===== config.mk =====
export PLATFORM = sky130hd
export DESIGN_NAME = dffc_share_arbiter
export DESIGN_NICKNAME = d
export VERILOG_FILES = /design/src/rtl/dffc_share_arbiter.sv
export SDC_FILE = /design/constraint.sdc
export NUM_CORES = 1
export LEC_CHECK = 0
export ABC_CLOCK_PERIOD_IN_PS = 1650
export CORE_ASPECT_RATIO = 0.6
export CORE_MARGIN = 1.5
export CORE_UTILIZATION = 37
export DETAILED_ROUTE_END_ITERATION = 10
export HOLD_SLACK_MARGIN = 0.15
export PLACE_DENSITY = 0.79
export SYNTH_ARGS = -nofsm -noshare
export SYNTH_HDL_FRONTEND = slang
export SYNTH_SLANG_ARGS = --single-unit

===== constraint.sdc =====
create_clock -name clk -period 1.65 [get_ports clk]
set_input_delay 0.2475 -clock clk [delete_from_list [all_inputs] [get_ports clk]]
set_output_delay 0.2475 -clock clk [all_outputs]
set_load 0.01 [all_outputs]

===== src/rtl/dffc_share_arbiter.sv =====
// dffc_share_arbiter: round-robin arbiter sharing one clear/preset register between four requesters.
// Define REGBANK_FIXED_PRIO_EN for fixed priority (requester 0 highest) instead of round-robin.
module dffc_share_arbiter #(
    parameter int WIDTH = 4
) (
    input  logic                 clk,
    input  logic                 clr,
    input  logic [3:0]           req,
    input  logic [7:0]           op,
    input  logic [4*WIDTH-1:0]   din,
    output logic [3:0]           gnt,
    output logic [3:0]           ack,
    output logic                 busy,
    output logic [1:0]           owner,
    output logic [WIDTH-1:0]     q,
    output logic [WIDTH-1:0]     qnot
);
    typedef enum logic [1:0] {IDLE, GRANT, ACK} state_t;
    state_t state;
    logic [1:0] ptr, win, cmd;
    logic [WIDTH-1:0] lane, q_next;

    // Scan downward so the requester closest to ptr is the last (winning) assignment.
    always_comb begin
        win = ptr;
        for (int k = 3; k >= 0; k--)
            if (req[ptr + 2'(k)]) win = ptr + 2'(k);
    end

    assign cmd    = op[2*owner +: 2];
    assign lane   = din[WIDTH*owner +: WIDTH];
    assign q_next = cmd == 2'b00 ? lane : cmd == 2'b01 ? '0 : cmd == 2'b10 ? '1 : q;
    assign busy   = state != IDLE;
    assign qnot   = ~q;

`ifdef REGBANK_FIXED_PRIO_EN
    assign ptr = 2'd0;
`else
    always_ff @(posedge clk or negedge clr) begin
        if (!clr)
            ptr <= 2'd0;
        else if (state == ACK)
            ptr <= owner + 2'd1;
    end
`endif

    always_ff @(posedge clk or negedge clr) begin
        if (!clr) begin
            state <= IDLE;
            gnt   <= '0;
            ack   <= '0;
            owner <= '0;
            q     <= '0;
        end else begin
            case (state)
                IDLE: if (|req) begin
                    state <= GRANT;
                    gnt   <= 4'b0001 << win;
                    owner <= win;
                end
                GRANT: if (req[owner]) begin
                    state <= ACK;
                    q     <= q_next;
                    ack   <= 4'b0001 << owner;
                end else begin
                    state <= IDLE;
                    gnt   <= '0;
                end
                default: begin
                    state <= IDLE;
                    gnt   <= '0;
                    ack   <= '0;
                end
            endcase
        end
    end
endmodule


Word-level counts from Yosys, hierarchy flattened
Index checks and enable logic that the tools add are counted.
Widths: inputs -> output; s select.
{"block": "op_classes", "n_addsub": 4, "reduce_logical": 9, "mul": 0, "n_eq_ne": 7, "muxes": 25, "magnitude_cmp": 5, "n_div": 0, "n_shift": 4, "bitwise": 2}
{"op": "$mux 4", "count": 6}
{"op": "$pmux 4 s2", "count": 2}
{"op": "$shiftx 16x5->4", "count": 1}
{"op": "$lt 2x3->1 const B", "count": 5}
{"op": "$mux 2", "count": 6}
{"op": "$bmux 1 s2", "count": 5}
{"op": "$shiftx 8x4->2", "count": 1}
{"op": "$shl 1x2->4 const A", "count": 2}
{"op": "$ne 2x2->1 const B", "count": 3}
{"op": "$reduce_and 2->1", "count": 3}
{"op": "$mux 1", "count": 5}
{"op": "$add 2x1->2 const B", "count": 2}
{"op": "$add 2x2->2 const B", "count": 2}
{"op": "$eq 2x1->1 const B", "count": 2}
{"op": "$eq 2x2->1 const B", "count": 2}
{"op": "$logic_not 2->1", "count": 2}
{"op": "$not 4->4", "count": 1}
{"op": "$pmux 2 s2", "count": 1}
{"op": "$reduce_or 4->1", "count": 1}
{"op": "$reduce_and 3->1", "count": 1}
{"op": "$reduce_bool 3->1", "count": 1}
{"op": "$reduce_bool 2->1", "count": 1}
{"op": "$not 1->1", "count": 1}
{"block": "totals", "ff_bits": 18, "rom_bits": 0, "mem_bits_rw": 0, "latch_bits": 0, "mem_count": 0, "out_inout_bits": 19}

Logic depth before layout (Yosys ltp)
Gate-level depths: netlist of the first run.
{"block": "logic_depth", "word_depth": 10, "mapped_depth": 5, "ltp_nobuf": 4}

Worst setup path after synthesis of the first run
Ideal clock, no wire load.
{"block": "synth_timing", "kind": "flip-flop to flip-flop", "from": "reg owner[0]", "to": "reg gnt[2]", "stages_incl_launch_ff": 6, "n_path_buf": 1, "period_less_slack_ps": 1659, "required_ps": 1529, "setup_slack_ps": -9, "t_arrival_ps": 1539, "path_cell_list": "dfrtp_1 buf_6 mux4_2 nand2_4 a21oi_4 a22o_1"}
{"block": "synth_between", "elab_chain_cells": 4}
{"item": "start, declared", "line_no": "14", "text": "output logic [1:0] owner,"}
{"item": "start signal, assigned", "line_no": "59", "text": "owner <= win;"}
{"item": "$bmux 1 s2", "line_no": "61", "text": "GRANT: if (req[owner]) begin"}
{"item": "$mux 1 (implied by the code)", "line_no": "61"}
{"item": "$ne 2x2->1 (no line)"}
{"item": "$reduce_and 2->1 (no line)"}
{"item": "end signal, assigned", "line_no": "58", "text": "gnt <= 4'b0001 << win;"}
{"item": "end, declared", "line_no": "11", "text": "output logic [3:0] gnt,"}
No other way between the ends. The select of a mux whose other input is x is not followed.
A chain may end at the register's enable or synchronous reset.

Worst setup path in the final report of the first run
{"block": "layout_timing", "from": "reg owner[0]", "to": "reg q[1]"}
{"block": "layout_between", "elab_chain_cells": 4, "word_cells_on_any_way": 11}
{"item": "$shiftx 8x4->2", "line_no": "30", "text": "assign cmd = op[2*owner +: 2];"}
{"item": "$eq 2x1->1, or another cell as far along", "line_no": "32", "text": "assign q_next = cmd == 2'b00 ? lane : cmd == 2'b01 ? '0 : cmd == 2'b10 ? '1 : q;"}
{"item": "$reduce_bool 3->1 (no line) / $mux 4 (equally long branches)"}
{"item": "$reduce_and 3->1 (no line) / $mux 4 (equally long branches)"}
{"item": "end signal, assigned", "line_no": "63", "text": "q <= q_next;"}
{"item": "end, declared", "line_no": "15", "text": "output logic [WIDTH-1:0] q,"}
Several ways; a longest one is shown, not always the timed one. The select of a mux whose other input is x is not followed.

==> impl_metrics.env, run 1 <==
export IMPL_grt_overflow_total=0
export IMPL_fin_area_sq_um=1880
export IMPL_period_share_pct=101
export IMPL_fin_tns_setup_ns=-0.0255
export IMPL_insertion_delay_ns=0.25
export IMPL_antenna_found_initial=0
export IMPL_grt_pass1_wl_microns=5300
export IMPL_dieArea_sq_um=3340
export IMPL_nFillCells=222
export IMPL_num_antenna_cells=0
export IMPL_postCtsHoldBufs=0
export IMPL_cp_data_required_time_ns=1.82
export IMPL_finalCriticalPeriod_ns=1.67
export IMPL_vias_per_cell=5.10
export IMPL_synthFlopType="dfrtp_1"
export IMPL_hold_violations=0
export IMPL_root_buffer="clkbuf_8"
export IMPL_violations="setup timing"
export IMPL_grt_usage_pct=21.7
export IMPL_synth_area_leaders="dfrtp_1, mux4_1, ha_1, mux2i_1, a2bb2oi_1"
export IMPL_clock_path_buffers=2
export IMPL_routedWlPerCell_microns=16.5
export IMPL_num_vias=1087
export IMPL_p_total_mw=3.25
export IMPL_rows=15
export IMPL_ys_types=38
export IMPL_ys_seq_elements=18
export IMPL_async_flop_share_pct=100
export IMPL_synth_edff_count=0
export IMPL_die_height_microns=45.4
export IMPL_power_density_nw_per_um2=1730
export IMPL_finClkSkew_ns=0.00644
export IMPL_start_util_pct=38.8
export IMPL_tightest_slew_ns=0.473
export IMPL_max_slew_margin_pct=68.1
export IMPL_dp_cells=207
export IMPL_fmax_ghz=0.599
export IMPL_syn_cell_area_sq_um=1110
export IMPL_rsz0062_at_grt="true"
export IMPL_end_kind="flop"
export IMPL_finalSetupViolations=3
export IMPL_ys_seq_area_share_pct=40.7
export IMPL_numPortBuffers=48
export IMPL_reg2reg_setup_slack_ns=-0.02
export IMPL_layout_drive_gt1_share_pct=25.7
export IMPL_htree_num_levels=1
export IMPL_wl_microns=3520
export IMPL_p_leak_nw=0.842
export IMPL_fin_cells=213
export IMPL_setup_slack_ns=-0.0194
export IMPL_drt_first_pass_iters=4
export IMPL_outcome="finished with violations"
export IMPL_place_gp_congestion=0.803
export IMPL_yosysTopAreaCell="dfrtp_1"
export IMPL_cts_tree="yes"
export IMPL_cts_buffers=3
export IMPL_ios=49
export IMPL_ys_warn_count=0
export IMPL_clk_transition_reported_paths_ns=0.07
export IMPL_die_w_microns=73.6
export IMPL_netlist_area_leader_share_pct=40.7
export IMPL_placed_area_sq_um=1760
export IMPL_syn_nets=135
export IMPL_utilization_pct=66.0
export IMPL_drv_slew=0
export IMPL_fin_nets=206
export IMPL_netlist_instances=101
export IMPL_max_cap_viol_count=0
export IMPL_first_global_vias=1054
export IMPL_irDropWorstVdd_v=0.000761
export IMPL_grt_max_degree=19
export IMPL_path_class="reg2reg"
export IMPL_area_growth_syn_to_layout_pct=70.1
export IMPL_cp_max_fo=7
export IMPL_startpoint_type="flop"
export IMPL_syn_avg_cell_area_sq_um=11.0
export IMPL_drt_first_iter_violations=46
export IMPL_cts_sinks=18
export IMPL_synth_common_cells="dfrtp_1, nor2_1, inv_1, nand2_1"
export IMPL_drtAntennaViolNets=0
export IMPL_hpwl_microns=2660
export IMPL_arrival_ns=1.84
export IMPL_min_path_type="in2async"
export IMPL_core_area_sq_um=2850
export IMPL_yosysMostFrequentCell="dfrtp_1"
export IMPL_drc=0
==> final timing paths <==
| path | cells past startpoint | end | startpoint |
|---|---|---|---|
| hold reg to reg | 1 | gnt[3] | gnt[3] |
| max in group asynchronous | 2 | state[0] | clr |
| setup / recovery | 4 | q[1] | owner[0] |
| setup reg to reg | 4 | q[1] | owner[0] |
| min in group clk | 1 | gnt[3] | gnt[3] |
| hold / removal | 2 | ack[0] | clr |
==> cells by family after synthesis <==
logic type | Yosys count | synth area share [%]
AOI/OAI and AO/OA | 25 | 19.8
adders and majority gates | 4 | 4.52
buffers and inverters | 10 | 4.41
DFF | 18 | 40.7
muxes | 9 | 12.4
and+or+nand+nor | 35 | 18.2
==> final cells by class <==
class	instances	area (sq um)	share of cell area, %
Clock buffer	4	55.1	2.92
Sequential cell	18	452	24.0
Inverter	7	26.3	1.40
Multi-Input combinational cell	73	656	34.8
Timing Repair Buffer	69	642	34.1
Tap cell	42	52.6	2.79
==> critical path, cell delays in order (launching register included) <==
cell	delay (ns)
dfrtp_1	0.37
buf_6	0.14
mux4_2	0.55
nor3_4	0.35
a2bb2oi_1	0.18
==> layer usage <==
metal,share of wire [%],wire [microns],GRT usage [%],vias to the layer above
met1,46,1620,30.5,530
met3,4.5,160,3.98,6
met2,49,1720,35.7,34
met5,0,0,0,-
li1,-,-,-,517
met4,0.71,25,4.44,0
==> flip-flops by register name (all words and copies together), names as in the netlist <==
signal,cells
ptr,2
ack,4
q,4
state,2
gnt,4
owner,2
==> where the power goes <==
part | switching (mW) | internal [mW]
Combinational | 0.954 | 1.11
Sequential | 0.186 | 0.652
Clock | 0.141 | 0.212
Total | 1.28 | 1.97
==> timing repair <==
item	in CTS	in global routing
setup buffers	0	2
setup endpoints to repair	6	11
resized for setup	4	11
endpoints found under the hold margin	0	0
pin swaps	0	2
==> per-stage QoR <==
step | hold slack, ns | worst slack, ns
floorplan | -0.0481 | 0.00117
global placement | 0.489 | -0.197
detailed placement | 0.498 | -0.278
CTS | 0.332 | 0.00513
global route | 0.332 | -0.0768
finish | 0.328 | -0.0194
==> layout by cell type, fill, tap and decap left out, drive strengths merged, types with 2 or more instances in the layout <==
master / instances
dfrtp: 18
mux2: 2
buf: 21
nand2: 8
clkdlybuf4s50: 45
nor3: 2
nor2b: 4
o21ai: 5
a221o: 6
mux4: 3
a2bb2oi: 4
nand2b: 5
mux2i: 4
nor2: 9
a22o: 2
ha: 4
clkbuf: 4
inv: 7
dlygate4sd2: 2
Power figures use the tool's default switching activity.
==> run 2: changes to the inputs <==
--- a/config.mk
+++ b/config.mk
@@ -12,6 +12,7 @@
 export DETAILED_ROUTE_END_ITERATION = 10
 export HOLD_SLACK_MARGIN = 0.15
 export PLACE_DENSITY = 0.79
+export RECOVER_POWER = 25
 export SYNTH_ARGS = -nofsm -noshare
 export SYNTH_HDL_FRONTEND = slang
 export SYNTH_SLANG_ARGS = --single-unit
==> constraint.sdc (replaced) <==
create_clock -name clk -period 1.65 [get_ports clk]
set_input_delay 0.2475 -clock clk [delete_from_list [all_inputs] [get_ports clk]]
set_output_delay 0.2475 -clock clk [all_outputs]
set_load 0.02 [all_outputs]
==> run 2 against run 1 <==
- the run now ends clean
- via count up 2.5%
- power is 2.4% higher
- final cell count grew 0.47%
- worst setup slack gained 0.030 ns
- sequential power increased by 4.3%
- sequential share of layout area rose by 0.28 points
- first-iteration DRC count is 70% higher
- combinational power rose by 2%
- highest routed layer unchanged
==> impl_metrics.env, run 2 (same netlist as run 1, synthesis figures left out) <==
export IMPL_numPortBuffers=48
export IMPL_worst_r2r_cell_count=4
export IMPL_core_area_sq_um=2850
export IMPL_cp_max_fo=3
export IMPL_power_density_nw_per_um2=1780
export IMPL_fin_worst_hold_slack_ns=0.504
export IMPL_drv_slew=0
export IMPL_num_vias=1114
export IMPL_nFillCells=215
export IMPL_cp_data_required_time_ns=1.79
export IMPL_max_slew_margin_pct=33.9
export IMPL_insertion_delay_ns=0.25
export IMPL_min_path_type="reg2reg"
export IMPL_die_height_microns=45.4
export IMPL_wl_met3_microns=197
export IMPL_ios=49
export IMPL_drtAntennaViolNets=0
export IMPL_die_w_microns=73.6
export IMPL_m1WireLength_microns=1620
export IMPL_cts_sinks=18
export IMPL_outcome="completed"
export IMPL_p_leak_nw=0.844
export IMPL_largestRegisters="ack: 4 flops, gnt: 4 flops, q: 4 flops"
export IMPL_layout_commonest_cell="clkdlybuf4s50_1"
export IMPL_grt_max_degree=19
export IMPL_start_util_pct=38.8
export IMPL_hpwl_microns=2770
export IMPL_root_buffer="clkbuf_8"
export IMPL_grt_pass1_wl_microns=5370
export IMPL_hold_path_cell_count=1
export IMPL_place_gp_congestion=0.836
export IMPL_wl_met2_microns=1640
export IMPL_finalCriticalPeriod_ns=1.64
export IMPL_fin_cells=214
export IMPL_arrival_ns=1.78
export IMPL_clock_path_buffers=2
export IMPL_finalSetupViolations=0
export IMPL_reg2reg_setup_slack_ns=0.06
export IMPL_antenna_found_initial=0
export IMPL_max_cap_viol_count=0
export IMPL_path_class="in2reg"
export IMPL_dr_max_layer_used="met4"
export IMPL_final_cell_mix="clkdlybuf4s50_1, buf_4, dfrtp_1"
export IMPL_area_growth_syn_to_layout_pct=69.0
export IMPL_fin_nets=207
export IMPL_vias_per_cell=5.21
export IMPL_r2r_end="gnt[2]"
export IMPL_startpoint_type="input pin"
export IMPL_layout_drive_gt1_share_pct=25.6
export IMPL_num_antenna_cells=0
export IMPL_dieArea_sq_um=3340
export IMPL_rows=15
export IMPL_end_kind="flop"
export IMPL_htree_num_levels=1
export IMPL_p_total_mw=3.33
export IMPL_drc=0
export IMPL_finClkSkew_ns=0.00547
export IMPL_place_ws_ns=-0.277
export IMPL_setup_slack_ns=0.0110
export IMPL_grt_usage_pct=22.0
export IMPL_cts_buffers=3
export IMPL_hold_violations=0
export IMPL_utilization_pct=65.6
export IMPL_dp_cells=209
export IMPL_min_to="gnt[2]"
export IMPL_grt_overflow_total=0
export IMPL_first_global_vias=1094
export IMPL_period_share_pct=99.3
export IMPL_r2r_start="owner[0]"
export IMPL_drt_first_iter_violations=78
export IMPL_drt_first_pass_iters=4
export IMPL_routedWlPerCell_microns=16.5
export IMPL_cts_tree="yes"
export IMPL_tightest_slew_ns=0.991
export IMPL_holdCritStartpoint="gnt[2]"
export IMPL_fmax_ghz=0.610
export IMPL_irDropWorstVdd_v=0.000631
export IMPL_wl_microns=3540
export IMPL_postCtsHoldBufs=0
export IMPL_clk_transition_reported_paths_ns=0.06
==> run 2: cell count changes in the layout (fill, tap and decap cells not counted), moves of 2 or more <==
cell / delta
a2bb2oi_1: +3
a2bb2oi_2: -3
clkdlybuf4s50_1: -3
dfrtp_1: -2
dfrtp_2: +2
==> run 2: worst max-delay path by stage <==
stage | startpoint | endpoint | slack, ns | cells after the start
floorplan | owner[0] | gnt[2] | -0.0002 | 5
global placement | req[3] | gnt[3] | -0.19 | 6
detailed placement | req[2] | q[3] | -0.28 | 5
CTS | req[3] | gnt[3] | 0.01 | 6
global route | req[1] | gnt[0] | -0.02 | 6
finish | req[1] | gnt[0] | 0.01 | 6
==> run 2: per-stage QoR <==
| step | TNS [ns] | area, sq um |
|---|---|---|
| final | 0 | 1870 |
| after global routing | -0.0462 | 1870 |
| after CTS | 0 | 1830 |
| after detailed placement | -2.88 | 1780 |
| after global placement | -2.01 | 1780 |
| after floorplan | -0.000436 | 1110 |
==> run 2: power by group <==
group | total (mW) | internal, mW | leakage, nW | switching [mW]
Combinational | 2.11 | 1.04 | 0.592 | 1.06
Sequential | 0.875 | 0.657 | 0.223 | 0.218
Clock | 0.352 | 0.212 | 0.0288 | 0.140
==> run 2: critical path, stage by stage <==
cell	delay, ns
clkdlybuf4s50_1	0.43
buf_4	0.17
nor4_4	0.41
buf_4	0.19
a311oi_2	0.05
a32o_1	0.28
==> run 2: layer usage <==
metal / GRT usage, % / up-vias
met5: 0 / -
met3: 4.42 / 8
li1: - / 522
met4: 7.04 / 0
met2: 33.2 / 48
met1: 32.0 / 536
==> run 2: final cells by class <==
type                       instances  area [sq um]  area share [%]
multi-input combinational         73           644            34.4
timing repair buffer              70           639            34.2
sequential                        18           454            24.3
clock buffer                       4          55.1            2.94
tap                               42          52.6            2.81
inverter                           7          26.3            1.40
==> run 2: what timing repair did <==
item	4_1_cts	5_1_grt
endpoints found under the setup margin	6	12
resized for setup	4	12
pin swaps	0	2
setup buffers	0	1
